<file path="src/rtl/adma_as_atx_dispatch.sv">
// AXI-transaction dispatch: forks an AR+AW bundle onto the master channels and tracks writes until B.
// Optional macro ADMA_DISP_BRESP_CHK_EN enables the sticky B-response error flag (tx_err).
module adma_as_atx_dispatch #(
  parameter int SRC_ADDR_W = 32,
  parameter int DST_ADDR_W = 32,
  parameter int MST_ID_W   = 5,
  parameter int ATX_LEN_W  = 8,
  parameter int MAX_OUTST  = 4,
  localparam int OUTST_W   = $clog2(MAX_OUTST + 1)
) (
  input  logic                  clk,
  input  logic                  rst,
  input  logic [MST_ID_W-1:0]   atx_arid,
  input  logic [SRC_ADDR_W-1:0] atx_araddr,
  input  logic [ATX_LEN_W-1:0]  atx_arlen,
  input  logic [1:0]            atx_arburst,
  input  logic [MST_ID_W-1:0]   atx_awid,
  input  logic [DST_ADDR_W-1:0] atx_awaddr,
  input  logic [ATX_LEN_W-1:0]  atx_awlen,
  input  logic [1:0]            atx_awburst,
  input  logic                  atx_last,
  input  logic                  atx_vld,
  output logic                  atx_rdy,
  output logic [MST_ID_W-1:0]   m_arid,
  output logic [SRC_ADDR_W-1:0] m_araddr,
  output logic [ATX_LEN_W-1:0]  m_arlen,
  output logic [1:0]            m_arburst,
  output logic                  m_arvalid,
  input  logic                  m_arready,
  output logic [MST_ID_W-1:0]   m_awid,
  output logic [DST_ADDR_W-1:0] m_awaddr,
  output logic [ATX_LEN_W-1:0]  m_awlen,
  output logic [1:0]            m_awburst,
  output logic                  m_awvalid,
  input  logic                  m_awready,
  input  logic [1:0]            m_bresp,
  input  logic                  m_bvalid,
  output logic                  m_bready,
  output logic [OUTST_W-1:0]    outst_cnt,
  output logic                  tx_done,
  output logic                  tx_err,
  input  logic                  err_clr
);

  localparam int PTR_W = $clog2(MAX_OUTST);

  logic                 accept_s;
  logic                 b_hs_s;
  logic [OUTST_W-1:0]   outst_cnt_r;
  logic [MAX_OUTST-1:0] last_fifo_r;
  logic [PTR_W-1:0]     wr_ptr_r;
  logic [PTR_W-1:0]     rd_ptr_r;
  logic                 tx_done_r;

  // Credit is the registered count, so a freed slot becomes visible one cycle after B.
  assign atx_rdy  = (~m_arvalid | m_arready) & (~m_awvalid | m_awready) &
                    (outst_cnt_r < OUTST_W'(MAX_OUTST));
  assign accept_s = atx_vld & atx_rdy;
  assign m_bready = (outst_cnt_r != {OUTST_W{1'b0}});
  assign b_hs_s   = m_bvalid & m_bready;
  assign outst_cnt = outst_cnt_r;
  assign tx_done   = tx_done_r;

  // AR channel: payload latched on accept, valid cleared on its own handshake
  always_ff @(posedge clk) begin
    if (rst) begin
      m_arvalid <= 1'b0;
      m_arid    <= {MST_ID_W{1'b0}};
      m_araddr  <= {SRC_ADDR_W{1'b0}};
      m_arlen   <= {ATX_LEN_W{1'b0}};
      m_arburst <= 2'b00;
    end else if (accept_s) begin
      m_arvalid <= 1'b1;
      m_arid    <= atx_arid;
      m_araddr  <= atx_araddr;
      m_arlen   <= atx_arlen;
      m_arburst <= atx_arburst;
    end else if (m_arready) begin
      m_arvalid <= 1'b0;
    end else begin
      m_arvalid <= m_arvalid;
    end
  end

  // AW channel: independent of AR so a slow AW slave never stalls the AR beat
  always_ff @(posedge clk) begin
    if (rst) begin
      m_awvalid <= 1'b0;
      m_awid    <= {MST_ID_W{1'b0}};
      m_awaddr  <= {DST_ADDR_W{1'b0}};
      m_awlen   <= {ATX_LEN_W{1'b0}};
      m_awburst <= 2'b00;
    end else if (accept_s) begin
      m_awvalid <= 1'b1;
      m_awid    <= atx_awid;
      m_awaddr  <= atx_awaddr;
      m_awlen   <= atx_awlen;
      m_awburst <= atx_awburst;
    end else if (m_awready) begin
      m_awvalid <= 1'b0;
    end else begin
      m_awvalid <= m_awvalid;
    end
  end

  // Outstanding-write counter
  always_ff @(posedge clk) begin
    if (rst) begin
      outst_cnt_r <= {OUTST_W{1'b0}};
    end else begin
      case ({accept_s, b_hs_s})
        2'b10:   outst_cnt_r <= outst_cnt_r + OUTST_W'(1);
        2'b01:   outst_cnt_r <= outst_cnt_r - OUTST_W'(1);
        default: outst_cnt_r <= outst_cnt_r;
      endcase
    end
  end

  // Last-flag FIFO; depth equals the credit limit so it can never overflow
  always_ff @(posedge clk) begin
    if (rst) begin
      last_fifo_r <= {MAX_OUTST{1'b0}};
      wr_ptr_r    <= {PTR_W{1'b0}};
      rd_ptr_r    <= {PTR_W{1'b0}};
      tx_done_r   <= 1'b0;
    end else begin
      if (accept_s) begin
        last_fifo_r[wr_ptr_r] <= atx_last;
        wr_ptr_r              <= wr_ptr_r + PTR_W'(1);
      end else begin
        wr_ptr_r <= wr_ptr_r;
      end
      if (b_hs_s) begin
        rd_ptr_r <= rd_ptr_r + PTR_W'(1);
      end else begin
        rd_ptr_r <= rd_ptr_r;
      end
      tx_done_r <= b_hs_s & last_fifo_r[rd_ptr_r];
    end
  end

`ifdef ADMA_DISP_BRESP_CHK_EN
  logic tx_err_r;
  logic unused_bresp;
  assign unused_bresp = m_bresp[0];
  assign tx_err       = tx_err_r;

  // Sticky error; a new SLVERR/DECERR takes priority over a clear in the same cycle
  always_ff @(posedge clk) begin
    if (rst) begin
      tx_err_r <= 1'b0;
    end else if (b_hs_s & m_bresp[1]) begin
      tx_err_r <= 1'b1;
    end else if (err_clr) begin
      tx_err_r <= 1'b0;
    end else begin
      tx_err_r <= tx_err_r;
    end
  end
`else
  logic unused_err_in;
  assign unused_err_in = ^{m_bresp, err_clr};
  assign tx_err        = 1'b0;
`endif

endmodule

</file>
<file path="config.mk">
export PLATFORM = sky130hd
export DESIGN_NAME = adma_as_atx_dispatch
export DESIGN_NICKNAME = d
export VERILOG_FILES = /design/src/rtl/adma_as_atx_dispatch.sv
export SDC_FILE = /design/constraint.sdc
export NUM_CORES = 1
export LEC_CHECK = 0
export CELL_PAD_IN_SITES_DETAIL_PLACEMENT = 1
export CELL_PAD_IN_SITES_GLOBAL_PLACEMENT = 2
export CORE_MARGIN = 2
export CORE_UTILIZATION = 33
export CTS_BUF_LIST = sky130_fd_sc_hd__clkbuf_16
export CTS_CLUSTER_SIZE = 10
export DETAILED_ROUTE_END_ITERATION = 8
export DONT_BUFFER_PORTS = 1
export PLACE_DENSITY_LB_ADDON = 0.1
export SLEW_MARGIN = 20
export SYNTH_ARGS = -nofsm -noshare
export SYNTH_HDL_FRONTEND = slang
export SYNTH_SLANG_ARGS = --single-unit
</file>
<file path="constraint.sdc">
create_clock -name clk -period 2.2 [get_ports clk]
set_input_delay 0.22 -clock clk [delete_from_list [all_inputs] [get_ports clk]]
set_output_delay 0.22 -clock clk [all_outputs]
set_load 0.01 [all_outputs]
</file>
# Yosys cells after proc, flatten, opt, wreduce, memory -nomap -nowiden
# Index checks and enable logic that the tools add are counted.
# op_classes
addsub,4
magnitude_cmp,4
n_eq_ne,2
mux,10
bitwise,9
reduce_logical,5
# ops
operator,count
$lt A2 B3 Y1 const B,2
$mux W1,6
$pmux W3 S2,1
$reduce_bool A2 Y1,3
$and A1 B1 Y1,5
$add A2 B1 Y2 const B,2
$bwmux W4,1
$add A3 B1 Y3 const B,1
$lt A3 B3 Y1 const B,1
$reduce_bool A3 Y1,1
$sub A3 B1 Y3 const B,1
$bmux W1 S2,1
$demux W1 S2,1
$eq A2 B1 Y1 const B,1
$eq A2 B2 Y1 const B,1
$ge A2 B1 Y1 const B,1
$not A1 Y1,2
$or A1 B1 Y1,2
$logic_and A1 B1 Y1,1
# totals
reg_bits,108
inputBits,104

# Logic depth before layout (Yosys ltp)
# Gate-level depths: netlist of run 1.
# logic_depth
depth_word,7
mapped_depth,11
depth_no_buf,9

# Worst setup path after synthesis of run 1
# Ideal clock, no wire load.
# synth_path
path_kind,register to register
start,reg m_arvalid
end,"reg outst_cnt_r[2], in the netlist outst_cnt[2]"
arrival_time_ns,2.181
t_required_ns,2.130
setup_slack_ns,-0.050
stages_incl_launch_ff,12
path_buffers,2
synth_period_minus_slack_ns,2.250
path_cell_list,dfxtp_1 > nor2b_4 > nor4b_2 > buf_4 > buf_8 > inv_1 > ha_1 > inv_1 > fa_1 > xor2_1 > or3_1 > a21oi_1
# synth_via
elab_chain_len,7
# synth_lines
item,line,source
start: declaration,28,"output logic m_arvalid,"
start signal: assignment,81,m_arvalid <= m_arvalid;
$not A1 Y1 (*),56,assign atx_rdy = (~m_arvalid | m_arready) & (~m_awvalid | m_awready) &
$or A1 B1 Y1 (*),56,
$and A1 B1 Y1 (*) (2 in a row),56,
$and A1 B1 Y1 (*),58,assign accept_s = atx_vld & atx_rdy;
$eq A2 B1 Y1 or $eq A2 B2 Y1 (tied branches),111,"case ({accept_s, b_hs_s})"
$pmux W3 S2 or $reduce_bool A2 Y1 (tied branches),--,
end signal: assignment,112,2'b10: outst_cnt_r <= outst_cnt_r + OUTST_W'(1);
end signal: assignment,113,2'b01: outst_cnt_r <= outst_cnt_r - OUTST_W'(1);
end signal: assignment,114,default: outst_cnt_r <= outst_cnt_r;
end: declaration,49,logic [OUTST_W-1:0] outst_cnt_r;
# Every way passes the cells marked *; elsewhere a longest branch is shown, timed or not.
# A chain may end at the register's enable or synchronous reset.

# Final worst setup path of run 1
# layout_path
start,reg m_awvalid
end,"reg outst_cnt_r[2], in the netlist outst_cnt[2]"
# layout_via
elab_chain_len,7
# layout_lines
item,line,source
start: declaration,34,"output logic m_awvalid,"
start signal: assignment,102,m_awvalid <= m_awvalid;
$not A1 Y1 (*),56,
$or A1 B1 Y1 (*),56,
$and A1 B1 Y1 (*) (2 in a row),56,
$and A1 B1 Y1 (*),58,
$eq A2 B1 Y1 or $eq A2 B2 Y1 (tied branches),111,
$pmux W3 S2 or $reduce_bool A2 Y1 (tied branches),--,
# Marked as above.

==> qor.txt, run 1 <==
Run status: finished clean
Starting density of the core: 34.0%
Worst min-delay path class: input pin to flop
Signed area change from the synthesized netlist to the final layout: 7.47%
Max cap viols: 0
Slew Limit Fails: 0
Leftover overflow at the end of global routing: 0
Final RePlAce weighted congestion: 0.738
Synthesized-area fraction occupied by xor and xnor cells: 0.707%
Power per cell area: 960 nW/um^2
Net count of the mapped netlist: 599
Minimum period implied by the final worst setup slack: 2.04 ns
Crit. End Element: flop
Total global routing track utilization: 14.0%
Most common cell after layout, fill and taps aside: sky130_fd_sc_hd__nand2b_1
Number of global-route vias before repair: 3430
Number of cells on the worst reg-to-reg path: 9
Post-synthesis adder-cell area fraction: 1.67%
Part of the Yosys area used for sequential elements: 43.6%
Top post-synthesis cells by area: sky130_fd_sc_hd__dfxtp_1, sky130_fd_sc_hd__nand2b_1, sky130_fd_sc_hd__mux2i_1, sky130_fd_sc_hd__clkbuf_1, sky130_fd_sc_hd__ha_1
Total number of vias: 3182
Clock Sinks: 108
Number of nets with antenna violations after detailed routing: 0
Instance area at placement: 5050 sq um
I/O Pins: 207
Width of the die: 127 um
Non-Filler Cell Area, Final: 5330 sq um
Final setup TNS: 0 ns
Main combinational cell family by area after synthesis: simple AND/OR/NAND/NOR gates
Detail Placement HPWL: 7720 um
Diode count: 0
Ratio of final minimum period to clock period: 92.9%
CP max FO: 6
Startpoint of the most critical register-to-register path: m_awvalid
Hold path cells: 2
Num CTS Buffers: 9
Floorplan core area: 14600 sq um
Worst-path clk slew: 0.07 ns
Layout Utilization: 36.5%
Simple-gate portion of the synthesized area: 27.6%
Nature of the critical path startpoint: flop
Clock root cell: sky130_fd_sc_hd__clkbuf_16
DRC: 0
Number of DRC markers after the initial detailed-route iteration: 134
Synthesized instance count: 489
DIE HEIGHT: 127 um
Post-Syn Area per Cell: 10.1 sq um
First-pass GRT wire length: 17900 um
R2R Setup Slk: 0.16 ns
Worst slew pin tran: 0.838 ns
Maximum achievable frequency: 489 MHz
Clock tree from TritonCTS: done
Portion of netlist area occupied by mux cells: 20.7%
Die outline area: 16000 sq um
Classification of the worst setup path: flop to flop
Number of I/O port buffers: 0
Most used cells in the layout excluding fill and tap cells: sky130_fd_sc_hd__nand2b_1, sky130_fd_sc_hd__dfxtp_1, sky130_fd_sc_hd__mux2i_1
CTS H-tree depth: 3
Distinct cells, synth: 26
Synth warnings: 0
Initial antenna violation count: 0
Share of final-layout standard cells stronger than drive strength 1: 6.25%
Row count: 44
Via-per-instance ratio: 4.79
Nets: 585
Largest area contributor in the synthesized netlist: sky130_fd_sc_hd__dfxtp_1
Per-cell routed wire length: 16.8 um
Synth top area share: 43.6%
Final setup violation count: 0
Worst VDD drop: 0.352 mV
Largest net degree at the start of global routing: 199
Resize count post-CTS: 0
CP Data Required Time: 2.47 ns
Final hold vios: 0
Compound-Gate Fraction of Synth Area: 0.833%
Unrepaired setup endpoints after global routing: no
Hold Crit Endpoint: m_araddr[26]
Bufs on Longest Clock Path: 2
Hold Path Origin: atx_araddr[26]
Cell total after placement: 646
Arrival time at the worst endpoint: 2.31 ns
Number of standard cells in the final layout excluding fillers: 664
Wire length after detailed routing: 11200 um
Static Leakage: 2.09 nW
Reg-to-reg endpoint: outst_cnt[2]
Clk Latency, worst-skew pair: 0.34 ns
Pre-antenna DRT Iters: 3
Number of flip-flops and latches in the synthesized netlist: 108
Final worst clock skew: 0.00580 ns
Max-slew headroom at the worst pin: 44.1%
Cell area after synthesis: 4950 sq um
==> worst max path at each step <==
stage                   end       from  cells after the start  slack [ns]
6_report       outst_cnt[2]  m_awvalid                      9        0.16
5_1_grt        outst_cnt[2]  m_awvalid                      9       0.009
4_1_cts        outst_cnt[2]  m_arvalid                      9        0.11
3_5_place_dp   outst_cnt[2]  m_arvalid                      9        0.15
3_3_place_gp   outst_cnt[2]  m_arvalid                      9        0.15
2_1_floorplan  outst_cnt[2]  m_arvalid                     11        0.03
==> kinds of logic after synthesis <==
group / Yosys count
AND/OR/NAND/NOR: 219
flip-flops: 108
multiplexers: 101
buffers and inverters: 43
AO/OA/AOI/OAI: 7
adder cells (fa/ha/maj): 6
XOR/XNOR: 4
other: 1
==> cells in the mapped netlist <==
library cell,count
sky130_fd_sc_hd__nor4_1,4
sky130_fd_sc_hd__nor4b_2,1
sky130_fd_sc_hd__buf_2,2
sky130_fd_sc_hd__or3_1,2
sky130_fd_sc_hd__nand2_1,4
sky130_fd_sc_hd__o31ai_1,1
sky130_fd_sc_hd__mux4_2,1
sky130_fd_sc_hd__mux2i_1,99
sky130_fd_sc_hd__nor3b_1,1
sky130_fd_sc_hd__o311ai_0,1
sky130_fd_sc_hd__inv_1,7
sky130_fd_sc_hd__nor3_1,1
sky130_fd_sc_hd__clkbuf_1,22
sky130_fd_sc_hd__nor2_1,7
sky130_fd_sc_hd__nor2b_4,2
sky130_fd_sc_hd__xor2_1,4
sky130_fd_sc_hd__conb_1,1
sky130_fd_sc_hd__ha_1,5
sky130_fd_sc_hd__nand2b_1,197
sky130_fd_sc_hd__buf_8,4
sky130_fd_sc_hd__buf_4,8
sky130_fd_sc_hd__mux2_2,1
sky130_fd_sc_hd__dfxtp_1,108
sky130_fd_sc_hd__a21oi_1,4
sky130_fd_sc_hd__fa_1,1
sky130_fd_sc_hd__o21ai_0,1
==> where the power goes <==
part / switching (mW) / internal, mW
sequential: 0.347 / 2.26
clock: 0.692 / 0.745
combinational: 0.525 / 0.548
total: 1.56 / 3.55
==> worst max-delay path: stages, from the launching register on <==
cell	delay [ns]
sky130_fd_sc_hd__dfxtp_2	0.36
sky130_fd_sc_hd__nor2b_4	0.26
sky130_fd_sc_hd__nor4b_4	0.08
sky130_fd_sc_hd__inv_2	0.08
sky130_fd_sc_hd__ha_2	0.18
sky130_fd_sc_hd__inv_1	0.05
sky130_fd_sc_hd__fa_1	0.37
sky130_fd_sc_hd__xor2_1	0.16
sky130_fd_sc_hd__or3_1	0.30
sky130_fd_sc_hd__a21oi_1	0.13
==> flip-flops by register name (all words and copies together), names as in the netlist <==
register,cells
m_araddr,32
m_awaddr,32
m_arlen,8
m_awlen,8
m_arid,5
m_awid,5
last_fifo_r,4
outst_cnt,3
m_arburst,2
m_awburst,2
rd_ptr_r,2
wr_ptr_r,2
m_arvalid,1
m_awvalid,1
tx_done,1
==> area by class of cell <==
class	instances	area (sq um)
timing repair buffer	11	85.1
inverter	7	26.3
fill	1619	9260
clock buffer	9	225
multi-input combinational	338	2560
clock inverter	7	28.8
sequential	108	2160
tap	184	230
==> metal layers <==
| metal | vias up | global-route usage, % | routed length [um] |
|---|---|---|---|
| li1 | 1544 | - | - |
| met1 | 1494 | 15.9 | 4560 |
| met2 | 126 | 22.6 | 5200 |
| met3 | 18 | 6.41 | 1130 |
| met4 | 0 | 6.53 | 266 |
| met5 | - | 0 | 0 |
==> through the flow <==
| stage | total power, mW | setup slack [ns] | hold slack, ns |
|---|---|---|---|
| after floorplan | 3.54 | 0.0266 | 0.375 |
| after global placement | 3.72 | 0.147 | 0.306 |
| after detailed placement | 3.75 | 0.147 | 0.307 |
| after CTS | 5.23 | 0.115 | 0.0114 |
| after global routing | 5.49 | 0.00919 | 0.00585 |
| final | 5.11 | 0.156 | 0.0277 |
==> timing repair <==
item                       in CTS  in global routing
hold endpoints to repair        8                  0
hold buffers                    1                  0
setup buffers                   0                  1
setup endpoints to repair       0                  1
Power figures use the tool's default switching activity.
==> run 2: changes to the inputs <==
--- a/config.mk
+++ b/config.mk
@@ -13,6 +13,7 @@
 export CTS_CLUSTER_SIZE = 10
 export DETAILED_ROUTE_END_ITERATION = 8
 export DONT_BUFFER_PORTS = 1
+export HOLD_SLACK_MARGIN = 0.06
 export PLACE_DENSITY_LB_ADDON = 0.1
 export SLEW_MARGIN = 20
 export SYNTH_ARGS = -nofsm -noshare
==> qor.txt, run 2 (synthesis results as in run 1) <==
Run status: finished clean (unchanged)
CP max FO: 6 (unchanged)
Final setup violation count: 0 (unchanged)
CTS H-tree depth: 3 (unchanged)
DIE HEIGHT: 127 um (unchanged)
Clock Sinks: 108 (unchanged)
Total number of vias: 3581 (was 3182)
Final worst clock skew: 0.00400 ns (was 0.00580 ns)
Detail Placement HPWL: 7720 um (unchanged)
Number of DRC markers after the initial detailed-route iteration: 134 (unchanged)
Worst slew pin tran: 0.851 ns (was 0.838 ns)
Nets: 683 (was 585)
Slew Limit Fails: 0 (unchanged)
Worst min-delay path class: input pin to flop (unchanged)
Arrival time at the worst endpoint: 2.32 ns (was 2.31 ns)
Worst VDD drop: 0.355 mV (was 0.352 mV)
Minimum period implied by the final worst setup slack: 2.04 ns (about the same)
Leftover overflow at the end of global routing: 0 (unchanged)
Num CTS Buffers: 9 (unchanged)
Overall power of the completed layout: 5.29 mW (was 5.11 mW)
I/O Pins: 207 (unchanged)
Die outline area: 16000 sq um (unchanged)
Total global routing track utilization: 15.9% (was 14.0%)
Resize count post-CTS: 0 (unchanged)
Largest registers in the final layout: m_araddr (32), m_awaddr (32) (unchanged)
Most common cell after layout, fill and taps aside: sky130_fd_sc_hd__nand2b_1 (unchanged)
Most used cells in the layout excluding fill and tap cells: sky130_fd_sc_hd__nand2b_1, sky130_fd_sc_hd__dfxtp_1, sky130_fd_sc_hd__mux2i_1 (unchanged)
DRC: 0 (unchanged)
Starting density of the core: 34.0% (unchanged)
Nature of the critical path startpoint: flop (unchanged)
Via-per-instance ratio: 4.70 (was 4.79)
First-pass GRT wire length: 20500 um (was 17900 um)
Clock tree from TritonCTS: done (unchanged)
Number of I/O port buffers: 0 (unchanged)
Worst Slack Setup Final: 0.156 ns (about the same)
Share of final-layout standard cells stronger than drive strength 1: 5.36% (was 6.25%)
Final hold vios: 0 (unchanged)
Final RePlAce weighted congestion: 0.738 (unchanged)
Clk Latency, worst-skew pair: 0.34 ns (about the same)
Signed area change from the synthesized netlist to the final layout: 27.5% (was 7.47%)
Worst slack after detailed placement: 0.147 ns (unchanged)
Cell total after placement: 646 (unchanged)
Bufs on Longest Clock Path: 2 (unchanged)
Classification of the worst setup path: flop to flop (unchanged)
Final setup TNS: 0 ns (unchanged)
Initial antenna violation count: 0 (unchanged)
Maximum achievable frequency: 489 MHz (about the same)
Unrepaired setup endpoints after global routing: no (unchanged)
Number of nets with antenna violations after detailed routing: 0 (unchanged)
Static Leakage: 2.50 nW (was 2.09 nW)
Worst hold slack: 0.0732 ns (was 0.0277 ns)
Non-Filler Cell Area, Final: 6320 sq um (was 5330 sq um)
Width of the die: 127 um (unchanged)
Floorplan core area: 14600 sq um (unchanged)
Crit. End Element: flop (unchanged)
Row count: 44 (unchanged)
Largest net degree at the start of global routing: 146 (was 199)
Layout Utilization: 43.3% (was 36.5%)
R2R Setup Slk: 0.16 ns (about the same)
Max-slew headroom at the worst pin: 43.3% (was 44.1%)
Number of global-route vias before repair: 3944 (was 3430)
Diode count: 0 (unchanged)
Instance area at placement: 5050 sq um (unchanged)
Pre-antenna DRT Iters: 4 (was 3)
Ratio of final minimum period to clock period: 92.9% (about the same)
Power per cell area: 838 nW/um^2 (was 960 nW/um^2)
Wire length after detailed routing: 12800 um (was 11200 um)
CP Data Required Time: 2.48 ns (was 2.47 ns)
Clock root cell: sky130_fd_sc_hd__clkbuf_16 (unchanged)
Worst-path clk slew: 0.07 ns (about the same)
Number of standard cells in the final layout excluding fillers: 762 (was 664)
Per-cell routed wire length: 16.8 um (about the same)
Max cap viols: 0 (unchanged)
==> run 2: cell count changes in the layout (fill, tap and decap cells not counted) <==
cell / before / now
sky130_fd_sc_hd__buf_12: 0 / 1
sky130_fd_sc_hd__dlygate4sd3_1: 1 / 98
==> run 2: path summary, 6_finish.rpt <==
path | from | end | cells past startpoint
worst min register to register | last_fifo_r[0] | last_fifo_r[0] | 2
worst min-delay path | atx_awlen[6] | m_awlen[6] | 2
worst max-delay path | m_awvalid | outst_cnt[2] | 9
worst max register to register | m_awvalid | outst_cnt[2] | 9
==> run 2: timing repair <==
item                                   in CTS  in global routing
setup buffers                               0                  1
setup endpoints to repair                   0                  1
hold buffers                               97                  2
endpoints found under the hold margin     100                  1
==> run 2: routing by layer <==
layer	share of wire [%]	global-route usage (%)	wire length, um	vias to the layer above
met5	0	0	0	-
met4	2.0	6.08	260	0
met3	8.2	5.53	1040	16
met2	49	28.1	6250	124
met1	41	17.6	5220	1700
li1	-	-	-	1741
==> run 2: worst max-delay path: stages, from the launching register on <==
cell	delay (ns)
sky130_fd_sc_hd__dfxtp_2	0.36
sky130_fd_sc_hd__nor2b_4	0.26
sky130_fd_sc_hd__nor4b_4	0.08
sky130_fd_sc_hd__inv_2	0.08
sky130_fd_sc_hd__ha_2	0.18
sky130_fd_sc_hd__inv_1	0.05
sky130_fd_sc_hd__fa_1	0.37
sky130_fd_sc_hd__xor2_1	0.16
sky130_fd_sc_hd__or3_1	0.30
sky130_fd_sc_hd__a21oi_1	0.13
==> run 2: layout make-up <==
cell class / instances / area (sq um)
clock buffers: 9 / 225
inverters: 7 / 26.3
flip-flops and latches: 108 / 2160
multi-input cells: 338 / 2560
fillers: 1587 / 8270
well taps: 184 / 230
repair buffers: 109 / 1080
clock inverters: 7 / 28.8
==> run 2: power breakdown <==
part           switching [mW]  internal, mW
Combinational           0.577         0.667
Sequential              0.352          2.26
Clock                   0.696         0.745
Total                    1.63          3.67
